$ cat src/rtl/calculadora_troco.sv
// Change-dispensing cashier FSM: collects notes, signals payment, pulses change or refunds one real at a time.
// Optional inactivity refund in COLETA is enabled with macro CALC_TROCO_TIMEOUT_EN.
module calculadora_troco #(
  parameter int INTERVALO      = 4,
  parameter int TIMEOUT_CICLOS = 16
) (
  input  logic       CLK,
  input  logic       RST,
  input  logic       INICIA,
  input  logic [1:0] PRECO_SEL,
  input  logic       INSERIR,
  input  logic [1:0] VALOR_CEDULA,
  input  logic       CANCELA,
  output logic [4:0] CREDITO,
  output logic       PAGO,
  output logic       TROCO_PULSO,
  output logic       REJEITA,
  output logic       ESTORNO,
  output logic [1:0] ESTADO
);

  typedef enum logic [1:0] {
    OCIOSO   = 2'b00,
    COLETA   = 2'b01,
    DISPENSA = 2'b10
  } estado_t;

  localparam int            IW      = $clog2(INTERVALO);
  localparam logic [IW-1:0] INT_ULT = IW'(INTERVALO - 1);

  estado_t       state_q, state_d;
  logic [2:0]    preco_q, preco_d;
  logic [4:0]    credito_q, credito_d;
  logic          pago_q, pago_d;
  logic          troco_q, troco_d;
  logic          rejeita_q, rejeita_d;
  logic          estorno_q, estorno_d;
  logic [IW-1:0] cnt_q, cnt_d;
  logic [4:0]    soma;
  logic [4:0]    preco_ext;

`ifdef CALC_TROCO_TIMEOUT_EN
  localparam int            TW     = $clog2(TIMEOUT_CICLOS + 1);
  localparam logic [TW-1:0] TO_ULT = TW'(TIMEOUT_CICLOS - 1);
  logic [TW-1:0] to_q, to_d;
`endif

  function automatic logic [4:0] valor_nota(input logic [1:0] cod);
    case (cod)
      2'b00:   valor_nota = 5'd1;
      2'b01:   valor_nota = 5'd2;
      2'b10:   valor_nota = 5'd5;
      default: valor_nota = 5'd10;
    endcase
  endfunction

  assign soma      = credito_q + valor_nota(VALOR_CEDULA);
  assign preco_ext = {2'b00, preco_q};

  always_comb begin
    state_d   = state_q;
    preco_d   = preco_q;
    credito_d = credito_q;
    pago_d    = 1'b0;
    troco_d   = 1'b0;
    rejeita_d = 1'b0;
    estorno_d = estorno_q;
    cnt_d     = cnt_q;
`ifdef CALC_TROCO_TIMEOUT_EN
    to_d      = to_q;
`endif
    case (state_q)
      OCIOSO: begin
        rejeita_d = INSERIR;
        if (INICIA) begin
          preco_d   = 3'd3 + {1'b0, PRECO_SEL};
          credito_d = 5'd0;
          state_d   = COLETA;
`ifdef CALC_TROCO_TIMEOUT_EN
          to_d      = '0;
`endif
        end
      end
      COLETA: begin
        if (CANCELA) begin
          // Abort wins over a note arriving on the same edge; that note is refused.
          rejeita_d = INSERIR;
          cnt_d     = '0;
          if (credito_q == 5'd0) begin
            state_d = OCIOSO;
          end else begin
            state_d   = DISPENSA;
            estorno_d = 1'b1;
          end
        end else if (INSERIR) begin
`ifdef CALC_TROCO_TIMEOUT_EN
          to_d = '0;
`endif
          if (soma >= preco_ext) begin
            pago_d    = 1'b1;
            credito_d = soma - preco_ext;
            estorno_d = 1'b0;
            cnt_d     = '0;
            state_d   = (soma == preco_ext) ? OCIOSO : DISPENSA;
          end else begin
            credito_d = soma;
          end
        end
`ifdef CALC_TROCO_TIMEOUT_EN
        else if (to_q == TO_ULT) begin
          cnt_d = '0;
          if (credito_q != 5'd0) begin
            state_d   = DISPENSA;
            estorno_d = 1'b1;
          end else begin
            state_d = OCIOSO;
          end
        end else begin
          to_d = to_q + 1'b1;
        end
`endif
      end
      DISPENSA: begin
        rejeita_d = INSERIR;
        if (cnt_q == INT_ULT) begin
          cnt_d = '0;
          if (credito_q != 5'd0) begin
            troco_d   = 1'b1;
            credito_d = credito_q - 5'd1;
            if (credito_q == 5'd1) begin
              state_d   = OCIOSO;
              estorno_d = 1'b0;
            end
          end else begin
            state_d   = OCIOSO;
            estorno_d = 1'b0;
          end
        end else begin
          cnt_d = cnt_q + 1'b1;
        end
      end
      default: begin
        state_d   = OCIOSO;
        estorno_d = 1'b0;
      end
    endcase
  end

  always_ff @(posedge CLK or posedge RST) begin
    if (RST) begin
      state_q   <= OCIOSO;
      preco_q   <= 3'd0;
      credito_q <= 5'd0;
      pago_q    <= 1'b0;
      troco_q   <= 1'b0;
      rejeita_q <= 1'b0;
      estorno_q <= 1'b0;
      cnt_q     <= '0;
`ifdef CALC_TROCO_TIMEOUT_EN
      to_q      <= '0;
`endif
    end else begin
      state_q   <= state_d;
      preco_q   <= preco_d;
      credito_q <= credito_d;
      pago_q    <= pago_d;
      troco_q   <= troco_d;
      rejeita_q <= rejeita_d;
      estorno_q <= estorno_d;
      cnt_q     <= cnt_d;
`ifdef CALC_TROCO_TIMEOUT_EN
      to_q      <= to_d;
`endif
    end
  end

  assign CREDITO     = credito_q;
  assign PAGO        = pago_q;
  assign TROCO_PULSO = troco_q;
  assign REJEITA     = rejeita_q;
  assign ESTORNO     = estorno_q;
  assign ESTADO      = state_q;

endmodule

$ cat config.mk
export PLATFORM = sky130hd
export DESIGN_NAME = calculadora_troco
export DESIGN_NICKNAME = d
export VERILOG_FILES = /design/src/rtl/calculadora_troco.sv
export SDC_FILE = /design/constraint.sdc
export NUM_CORES = 1
export LEC_CHECK = 0
export CORE_UTILIZATION = 54
export DETAILED_ROUTE_END_ITERATION = 7
export GPL_ROUTABILITY_DRIVEN = 0
export PLACE_DENSITY = 0.79
export SYNTH_ARGS = -nofsm -noshare
export SYNTH_HDL_FRONTEND = slang
export SYNTH_SLANG_ARGS = --single-unit
$ cat constraint.sdc
create_clock -name CLK -period 2.96 [get_ports CLK]
set_input_delay 0.888 -clock CLK [delete_from_list [all_inputs] [get_ports CLK]]
set_output_delay 0.888 -clock CLK [all_outputs]
set_load 0.03 [all_outputs]
==> results.yml, run 1 <==
global_route:
  grt_overflow: 0
  grt_first_pass_wirelength_mm: 5.99
  grt_max_degree: 17
  first_global_vias: 1285
  grt_util_all_layers_pct: 29.6
  antenna_found_initial: 0
logic_synthesis:
  synth_cell_type_count: 41
  ys_seq_area_share_pct: 28.3
  netlist_area_um2: 1420
  synth_edf_count: 0
  synth_commonest_cells: "inv_1 (19), dfrtp_1 (16), ha_1 (15), nand2_1 (13), a21oi_1 (12)"
  synthFlopType: "dfrtp_1"
  yosysTopAreaCell: "dfrtp_1"
  syn_avg_cell_area_um2: 8.84
  yosysMostFrequentCell: "inv_1"
  synth-warning-count: 0
  ys_ff_latch: 16
  synthCells: 160
  synthArstFlopShare_pct: 100
  syn_nets: 186
  synthDominantCellAreaShare_pct: 28.3
  synth_area_leaders: "dfrtp_1 (28%), ha_1 (13%), inv_1 (5.0%)"
die:
  start_util_pct: 57.1
  die_h_um: 53.2
  die_w_um: 53.2
  num_rows: 18
  coreArea_um2: 2480
  ios: 20
  die-area_um2: 2830
setup_path:
  required_ns: 3.16
  cp-end-kind: "register"
  crit_type: "in -> reg"
  startpoint_type: "input pin"
  crit_path_max_fanout: 5
  critical_path_arrival_ns: 3.05
power:
  pwr_density_cell_nw_per_um2: 1260
  p_leak_nw: 0.883
  sequentialPowerShare_pct: 17.7
  ir_worst_vdd_uv: 864
  p_int_mw: 1.23
  power_frac_comb_pct: 77.5
  p_switching_mw: 1.11
  p_clk_share_pct: 4.8
  power.share.switching_pct: 47.4
sta:
  fin_setup_tns_ns: 0
  fin_crit_ns: 2.84
  fin_crit_sh_pct: 96.1
  worstMarginPinSlew_ns: 0.663
  fmax_ghz: 0.352
  relSlewSlack_pct: 55.7
  rsz0062_at_grt: "no"
  hold_viol: 0
  setup-violations-final: 0
  fin_skew_ns: 0.00425
  drv_slew: 0
drt:
  vias_per_cell: 5.80
  drc: 0
  routed_wl_mm: 3.41
  drtAntennaViolNets: 0
  vias: 1322
  wl_per_cell_um: 15.0
  drt-initial-drc-count: 44
  drt_pre_antenna_iters: 4
flow_run:
  max_cap_violations: 0
layout:
  syn_to_final_growth_pct: 31.6
  finalNetCount: 226
  final_util_pct: 75.2
  layout-drive-gt1-share_pct: 24.2
  n_antenna_cell: 0
  fill_cells: 195
run_status:
  status: "finished, final reports clean"
clocking:
  htree_levels: 1
  cts_buffer_depth: 2
  clk_latency_ns: 0.29
  cts_sinks: 16
  cts-root-buf: "clkbuf_4"
  clk_pin_slew_ns: 0.09
  cts_tree: "yes"
  numCtsBuffers: 3
placed_design:
  dpl.hpwl_mm: 2.69
  io_buffers: 19
worst_hold_path:
  hold_path.class: "reg -> reg"
[state kept, by name (all words and copies together) (netlist names)]
register	count
cnt_q	2
REJEITA	1
ESTADO	2
ESTORNO	1
TROCO_PULSO	1
PAGO	1
preco_q	3
CREDITO	5
[final cells by class]
| cell class | count | area, µm² | share of cell area (%) |
|---|---|---|---|
| multi-input cells | 120 | 966 | 51.9 |
| flip-flops and latches | 16 | 400 | 21.5 |
| repair buffers | 40 | 352 | 18.9 |
| inverters | 19 | 83.8 | 4.50 |
| well taps | 30 | 37.5 | 2.02 |
| clock buffers | 3 | 22.5 | 1.21 |
[per-layer routing]
metal	wire (µm)	up-vias	share of wire, %	track usage, %
met1	1450	629	43	36.2
met3	143	12	4.2	6.61
met2	1750	47	51	52.7
met4	63	0	1.8	5.26
met5	0	-	0	0
li1	-	634	-	-
[final timing paths]
check | from | end | slack (ns) | depth (start not counted)
min in group asynchronous | RST | cnt_q[0] | 0.97 | 2
worst min register to register | cnt_q[0] | cnt_q[0] | 0.52 | 1
worst min-delay path | cnt_q[0] | cnt_q[0] | 0.52 | 1
max in group asynchronous | RST | PAGO | 1.60 | 2
worst max-delay path | VALOR_CEDULA[0] | CREDITO[0] | 0.12 | 12
worst max register to register | CREDITO[0] | CREDITO[0] | 0.21 | 10
[logic make-up (layout without fill, tap and decap cells)]
group	count (synthesis)	after routing	synth area share, %
compound gates	47	47	24.2
xor+xnor	5	5	3.63
fa+ha+maj	17	17	16.1
buf+inv	24	62	6.98
flops	16	16	28.3
mux	4	4	3.63
simple gates	47	47	17.2
[worst max-delay path: stages]
cell      delay (ns)
buf_6           0.12
inv_12          0.04
ha_4            0.12
inv_2           0.04
fa_2            0.55
inv_2           0.05
ha_4            0.21
a21o_1          0.16
a21oi_2         0.14
and3_4          0.24
mux2_4          0.31
o221ai_2        0.18
[power by group through the flow]
stage	registers, mW	logic [mW]	clock network (mW)
floorplan	0.488	1.06	0
CTS	0.413	1.75	0.116
detailed placement	0.417	1.68	0
global placement	0.411	1.63	0
global route	0.430	1.98	0.127
finish	0.413	1.81	0.113
[placed cells by master (no fill, tap or decap), types with 3 or more instances in the layout]
master	Yosys	final
and2_1	3	3
o21ai_0	10	10
buf_4	0	21
ha_1	15	13
nand2_1	13	13
a21o_1	3	3
nand3_1	3	3
a31oi_1	5	5
clkdlybuf4s50_1	0	17
a21oi_1	12	11
clkbuf_4	0	3
nor2_1	11	11
dfrtp_1	16	16
nand2b_1	4	4
nor2b_1	5	4
inv_1	19	16
[metrics by stage]
step / area, µm² / setup slack (ns) / cells / hold slack [ns] / power [mW]
floorplan: 1460 / -0.0880 / 160 / 0.476 / 1.55
global placement: 1790 / -0.611 / 222 / 0.497 / 2.04
detailed placement: 1790 / -0.716 / 222 / 0.505 / 2.10
CTS: 1850 / -0.0303 / 227 / 0.518 / 2.28
global route: 1860 / 0.0297 / 228 / 0.542 / 2.54
finish: 1860 / 0.117 / 228 / 0.519 / 2.34
[what timing repair did]
action                                  4_1_cts  5_1_grt
endpoints found under the setup margin       11       10
resized for setup                             9        2
pin swaps                                     4        7
endpoints found under the hold margin         0        0
buffers inserted                              2        2
hold buffers                                  0        0
(Power assumes the default switching activity.)
==> run 2: changes to the inputs <==
- clock period: 2.96 -> 2.95 ns (I/O delays scaled with it)
==> run 2 against run 1 <==
Net effect: total power grew 0.36%; non-clock buffer count is the same; clock skew grew 0.0013 ns; global-route usage shrank 0.12 points; sequential share of layout area is essentially flat; sequential cell count is the same.
==> results.yml, run 2 (synthesized netlist as in run 1, its figures left out) <==
run_status:
  status: "finished, final reports clean"
worst_hold_path:
  hold_path_depth: 1
  hold_path.class: "reg -> reg"
  min_to: "cnt_q[0]"
  hold_start: "cnt_q[0]"
sta:
  fmax_ghz: 0.352
  hold_viol: 0
  worstMarginPinSlew_ns: 0.652
  relSlewSlack_pct: 56.4
  drv_slew: 0
  fin_crit_ns: 2.84
  rsz0062_at_grt: "no"
  fin_setup_tns_ns: 0
  fin_ws_ns: 0.107
  fin_crit_sh_pct: 96.4
  setup-violations-final: 0
  fin_skew_ns: 0.00550
setup_path:
  crit_path_max_fanout: 5
  critical_path_arrival_ns: 3.04
  cpMaxStageDelayCell: "fa_2"
  critPathMaxStageDelay_ns: 0.55
  path_buf_inv: 4
  reg2reg_depth: 10
  r2r_setup_slack_ns: 0.20
  required_ns: 3.15
  reg2reg_from: "CREDITO[0]"
  worstPathCellList: "buf_6 > inv_12 > ha_4 > inv_2 > fa_2 > inv_2 > ha_4 > a21o_1 > a21oi_2 > and3_4 > mux2_4 > o221ai_2"
  startpoint_type: "input pin"
  crit_type: "in -> reg"
  path_delay_family: "adder cells"
  cp-end-kind: "register"
  reg2reg_to: "CREDITO[0]"
die:
  die_h_um: 53.2
  ios: 20
  start_util_pct: 57.1
  die_w_um: 53.2
  num_rows: 18
  coreArea_um2: 2480
  die-area_um2: 2830
power:
  power.share.switching_pct: 47.1
  p_leak_nw: 0.886
  p_clk_share_pct: 4.8
  p_int_mw: 1.24
  power_frac_comb_pct: 77.6
  total_power_mw: 2.35
  pwr_density_cell_nw_per_um2: 1260
  sequentialPowerShare_pct: 17.6
  ir_worst_vdd_uv: 857
  p_switching_mw: 1.11
placed_design:
  dp.cells: 222
  place_area_um2: 1790
  io_buffers: 19
  post-place-ws_ns: -0.723
  dpl.hpwl_mm: 2.69
clocking:
  cts_buffer_depth: 2
  numCtsBuffers: 3
  clk_latency_ns: 0.28
  cts-root-buf: "clkbuf_4"
  htree_levels: 1
  clk_pin_slew_ns: 0.09
  postCtsHoldBufs: 0
  cts_sinks: 16
  cts_tree: "yes"
global_route:
  grt_first_pass_wirelength_mm: 5.96
  grt_overflow: 0
  antenna_found_initial: 0
  first_global_vias: 1279
  grt_util_all_layers_pct: 29.4
  grt_max_degree: 17
layout:
  layout_common_cells: "buf_4 (21), clkdlybuf4s50_1 (17), dfrtp_1 (16), inv_1 (16)"
  final_common_cell: "buf_4"
  layout-drive-gt1-share_pct: 24.2
  syn_to_final_growth_pct: 31.8
  finalNetCount: 226
  n_antenna_cell: 0
  final_area_um2: 1870
  largest_reg_flops: 5
  fill_cells: 193
  fin_cells: 228
drt:
  routed_wl_mm: 3.37
  vias_per_cell: 5.76
  drtAntennaViolNets: 0
  wl_per_cell_um: 14.8
  vias: 1314
  drt_pre_antenna_iters: 4
  drc: 0
  drt-initial-drc-count: 42
flow_run:
  max_cap_violations: 0
run 2: cell counts in the layout (fill, tap and decap cells not counted):
No cell type changed its count.
run 2: repair_timing:
item,CTS,global route
pin swaps,4,7
buffers inserted,2,2
setup endpoints to repair,11,10
gates resized for setup,10,2
run 2: cell type report:
type / instances / area [µm²] / area share [%]
inverters: 19 / 83.8 / 4.49
repair buffers: 40 / 352 / 18.8
multi-input cells: 120 / 970 / 52.0
well taps: 30 / 37.5 / 2.01
flip-flops and latches: 16 / 400 / 21.5
clock buffers: 3 / 22.5 / 1.21
run 2: through the flow:
stage               hold slack, ns  utilization (%)
floorplan                    0.476                -
global placement             0.497             72.3
detailed placement           0.505             72.3
CTS                          0.518             74.9
global route                 0.542             75.3
finish                       0.520             75.3
run 2: worst max-delay path by stage:
stage,startpoint,to,slack (ns),cells after the start
3_3_place_gp,VALOR_CEDULA[0],ESTADO[1],-0.62,13
2_1_floorplan,VALOR_CEDULA[0],CREDITO[0],-0.1,12
5_1_grt,VALOR_CEDULA[0],CREDITO[0],0.02,12
4_1_cts,VALOR_CEDULA[0],CREDITO[0],-0.04,13
3_5_place_dp,VALOR_CEDULA[0],CREDITO[0],-0.72,12
6_report,VALOR_CEDULA[0],CREDITO[0],0.11,12
run 2: power groups by stage:
stage / clock network, mW / logic [mW] / registers (mW)
CTS: 0.116 / 1.77 / 0.414
floorplan: 0 / 1.07 / 0.490
global route: 0.127 / 1.99 / 0.431
global placement: 0 / 1.63 / 0.412
finish: 0.113 / 1.82 / 0.414
detailed placement: 0 / 1.69 / 0.418
run 2: per-layer routing:
metal | vias up | wire [µm] | GRT usage [%]
met1 | 631 | 1400 | 36.4
met4 | 0 | 60 | 5.26
met3 | 8 | 157 | 6.61
li1 | 635 | - | -
met2 | 40 | 1760 | 52.1
met5 | - | 0 | 0
==> run 3: changes to the inputs <==
- CORE_UTILIZATION: 54 -> 55
- GPL_ROUTABILITY_DRIVEN: 0 -> not set
- PLACE_DENSITY: 0.79 -> 0.8
- clock period: 2.95 -> 3.5 ns (I/O delays scaled with it)
==> run 3 against run 2 <==
Net effect: non-clock buffer count decreased by 8; sequential power decreased by 17%; die area decreased by 1.7%; worst setup slack improved by 0.25 ns; global-route usage decreased by 2.7 points; final area decreased by 5.2%; core utilization decreased by 3.2 points; hold slack got worse by 0.0074 ns; clock power increased by 18%.
==> results.yml, run 3 (synthesized netlist as in run 1, its figures left out) <==
die:
  num_rows: 18
  die_w_um: 52.7
  die_h_um: 52.7
  coreArea_um2: 2450
  start_util_pct: 57.6
  ios: 20
  die-area_um2: 2780
sta:
  hold_viol: 0
  fin_crit_ns: 3.14
  setup-violations-final: 0
  fin_setup_tns_ns: 0
  drv_slew: 0
  rsz0062_at_grt: "no"
  worstMarginPinSlew_ns: 0.668
  fmax_ghz: 0.318
  fin_ws_ns: 0.358
  fin_skew_ns: 0.00241
  relSlewSlack_pct: 55.4
  whs_ns: 0.513
  fin_crit_sh_pct: 89.8
global_route:
  antenna_found_initial: 0
  grt_max_degree: 17
  grt_first_pass_wirelength_mm: 5.39
  grt_overflow: 0
  first_global_vias: 1236
  grt_util_all_layers_pct: 26.7
drt:
  drt-initial-drc-count: 31
  drt_pre_antenna_iters: 4
  wl_per_cell_um: 14.5
  drtAntennaViolNets: 0
  vias: 1299
  routed_wl_mm: 3.20
  vias_per_cell: 5.88
  drc: 0
layout:
  final_common_cell: "inv_1"
  layout-drive-gt1-share_pct: 16.8
  largest_reg_flops: 5
  fin_cells: 221
  finalNetCount: 218
  syn_to_final_growth_pct: 25.0
  layout_common_cells: "inv_1 (19), clkdlybuf4s50_1 (18), dfrtp_1 (16), ha_1 (15), nand2_1 (13)"
  n_antenna_cell: 0
power:
  pwr_density_cell_nw_per_um2: 1060
  ir_worst_vdd_uv: 880
  total_power_mw: 1.88
  p_leak_nw: 0.839
clocking:
  postCtsHoldBufs: 0
  cts_buffer_depth: 2
  clk_pin_slew_ns: 0.11
  cts_sinks: 16
  cts_tree: "yes"
  numCtsBuffers: 3
  clk_latency_ns: 0.31
  cts-resized-gates: 0
  htree_levels: 1
  cts-root-buf: "clkbuf_4"
  cts_setup_buffers: 0
setup_path:
  startpoint_type: "input pin"
  worstPathCellList: "dlymetal6s2s_1 > inv_1 > ha_1 > inv_1 > fa_1 > inv_1 > ha_1 > a21o_1 > a21oi_2 > and3_4 > mux2_4 > o21ai_1"
  reg2reg_to: "CREDITO[1]"
  r2r_setup_slack_ns: 0.70
  path_delay_family: "adder cells"
  reg2reg_depth: 10
  crit_path_max_fanout: 5
  cp-end-kind: "register"
  critical_path_arrival_ns: 3.37
  crit_type: "in -> reg"
  crit_top_cell: "inv_1"
  cpMaxStageDelayCell: "fa_1"
  reg2reg_from: "CREDITO[0]"
  path_buf_inv: 4
  critPathMaxStageDelay_ns: 0.53
  required_ns: 3.73
flow_run:
  max_cap_violations: 0
placed_design:
  post-place-ws_ns: -0.316
  dp.cells: 217
  io_buffers: 19
  dpl.hpwl_mm: 2.42
  gp_congestion: 0.906
run_status:
  status: "finished, final reports clean"
worst_hold_path:
  hold_start: "cnt_q[0]"
  hold_path.class: "reg -> reg"
  min_to: "cnt_q[0]"
  hold_path_depth: 1
## run 3: worst max-delay path by stage
stage | from | end | slack (ns) | cells past startpoint
floorplan | VALOR_CEDULA[0] | CREDITO[0] | 0.13 | 12
global placement | VALOR_CEDULA[0] | CREDITO[0] | -0.19 | 12
detailed placement | VALOR_CEDULA[0] | ESTADO[1] | -0.32 | 12
CTS | VALOR_CEDULA[0] | ESTADO[1] | 0.02 | 12
global route | VALOR_CEDULA[1] | CREDITO[0] | 0.21 | 9
finish | VALOR_CEDULA[0] | CREDITO[1] | 0.36 | 12
## run 3: area by class of cell
type | instances | area, µm²
Clock buffer | 4 | 36.3
Fill cell | 177 | 686
Inverter | 19 | 71.3
Multi-Input combinational cell | 120 | 930
Sequential cell | 16 | 400
Tap cell | 30 | 37.5
Timing Repair Buffer | 32 | 294
## run 3: layer usage
layer / global-route usage (%) / vias to the layer above / part of all wire (%)
li1: - / 630 / -
met1: 36.1 / 613 / 45
met2: 42.2 / 47 / 48
met3: 3.48 / 9 / 4.8
met4: 11.4 / 0 / 2.4
met5: 0 / - / 0
## run 3: per-stage QoR
step	instance area, µm²	utilization (%)
6_report	1770	72.1
5_1_grt	1770	72.1
4_1_cts	1750	71.3
3_5_place_dp	1710	69.8
3_3_place_gp	1710	69.8
2_1_floorplan	1420	-
## run 3: worst reg2reg max path, stage by stage, from the launching register on
cell and delay, ns:
dfrtp_1 0.53, ha_1 0.23, inv_1 0.06, fa_1 0.53, inv_1 0.05, ha_1 0.28, a21o_1 0.17, a21oi_2 0.14
and3_4 0.26, mux2_4 0.31, o21ai_1 0.15
## run 3: where the power goes
part,internal (mW),total (mW),leakage [nW],switching (mW)
Combinational,0.663,1.40,0.612,0.736
Clock,0.0636,0.133,0.0210,0.0696
Sequential,0.253,0.345,0.207,0.0914
Total,0.980,1.88,0.839,0.897
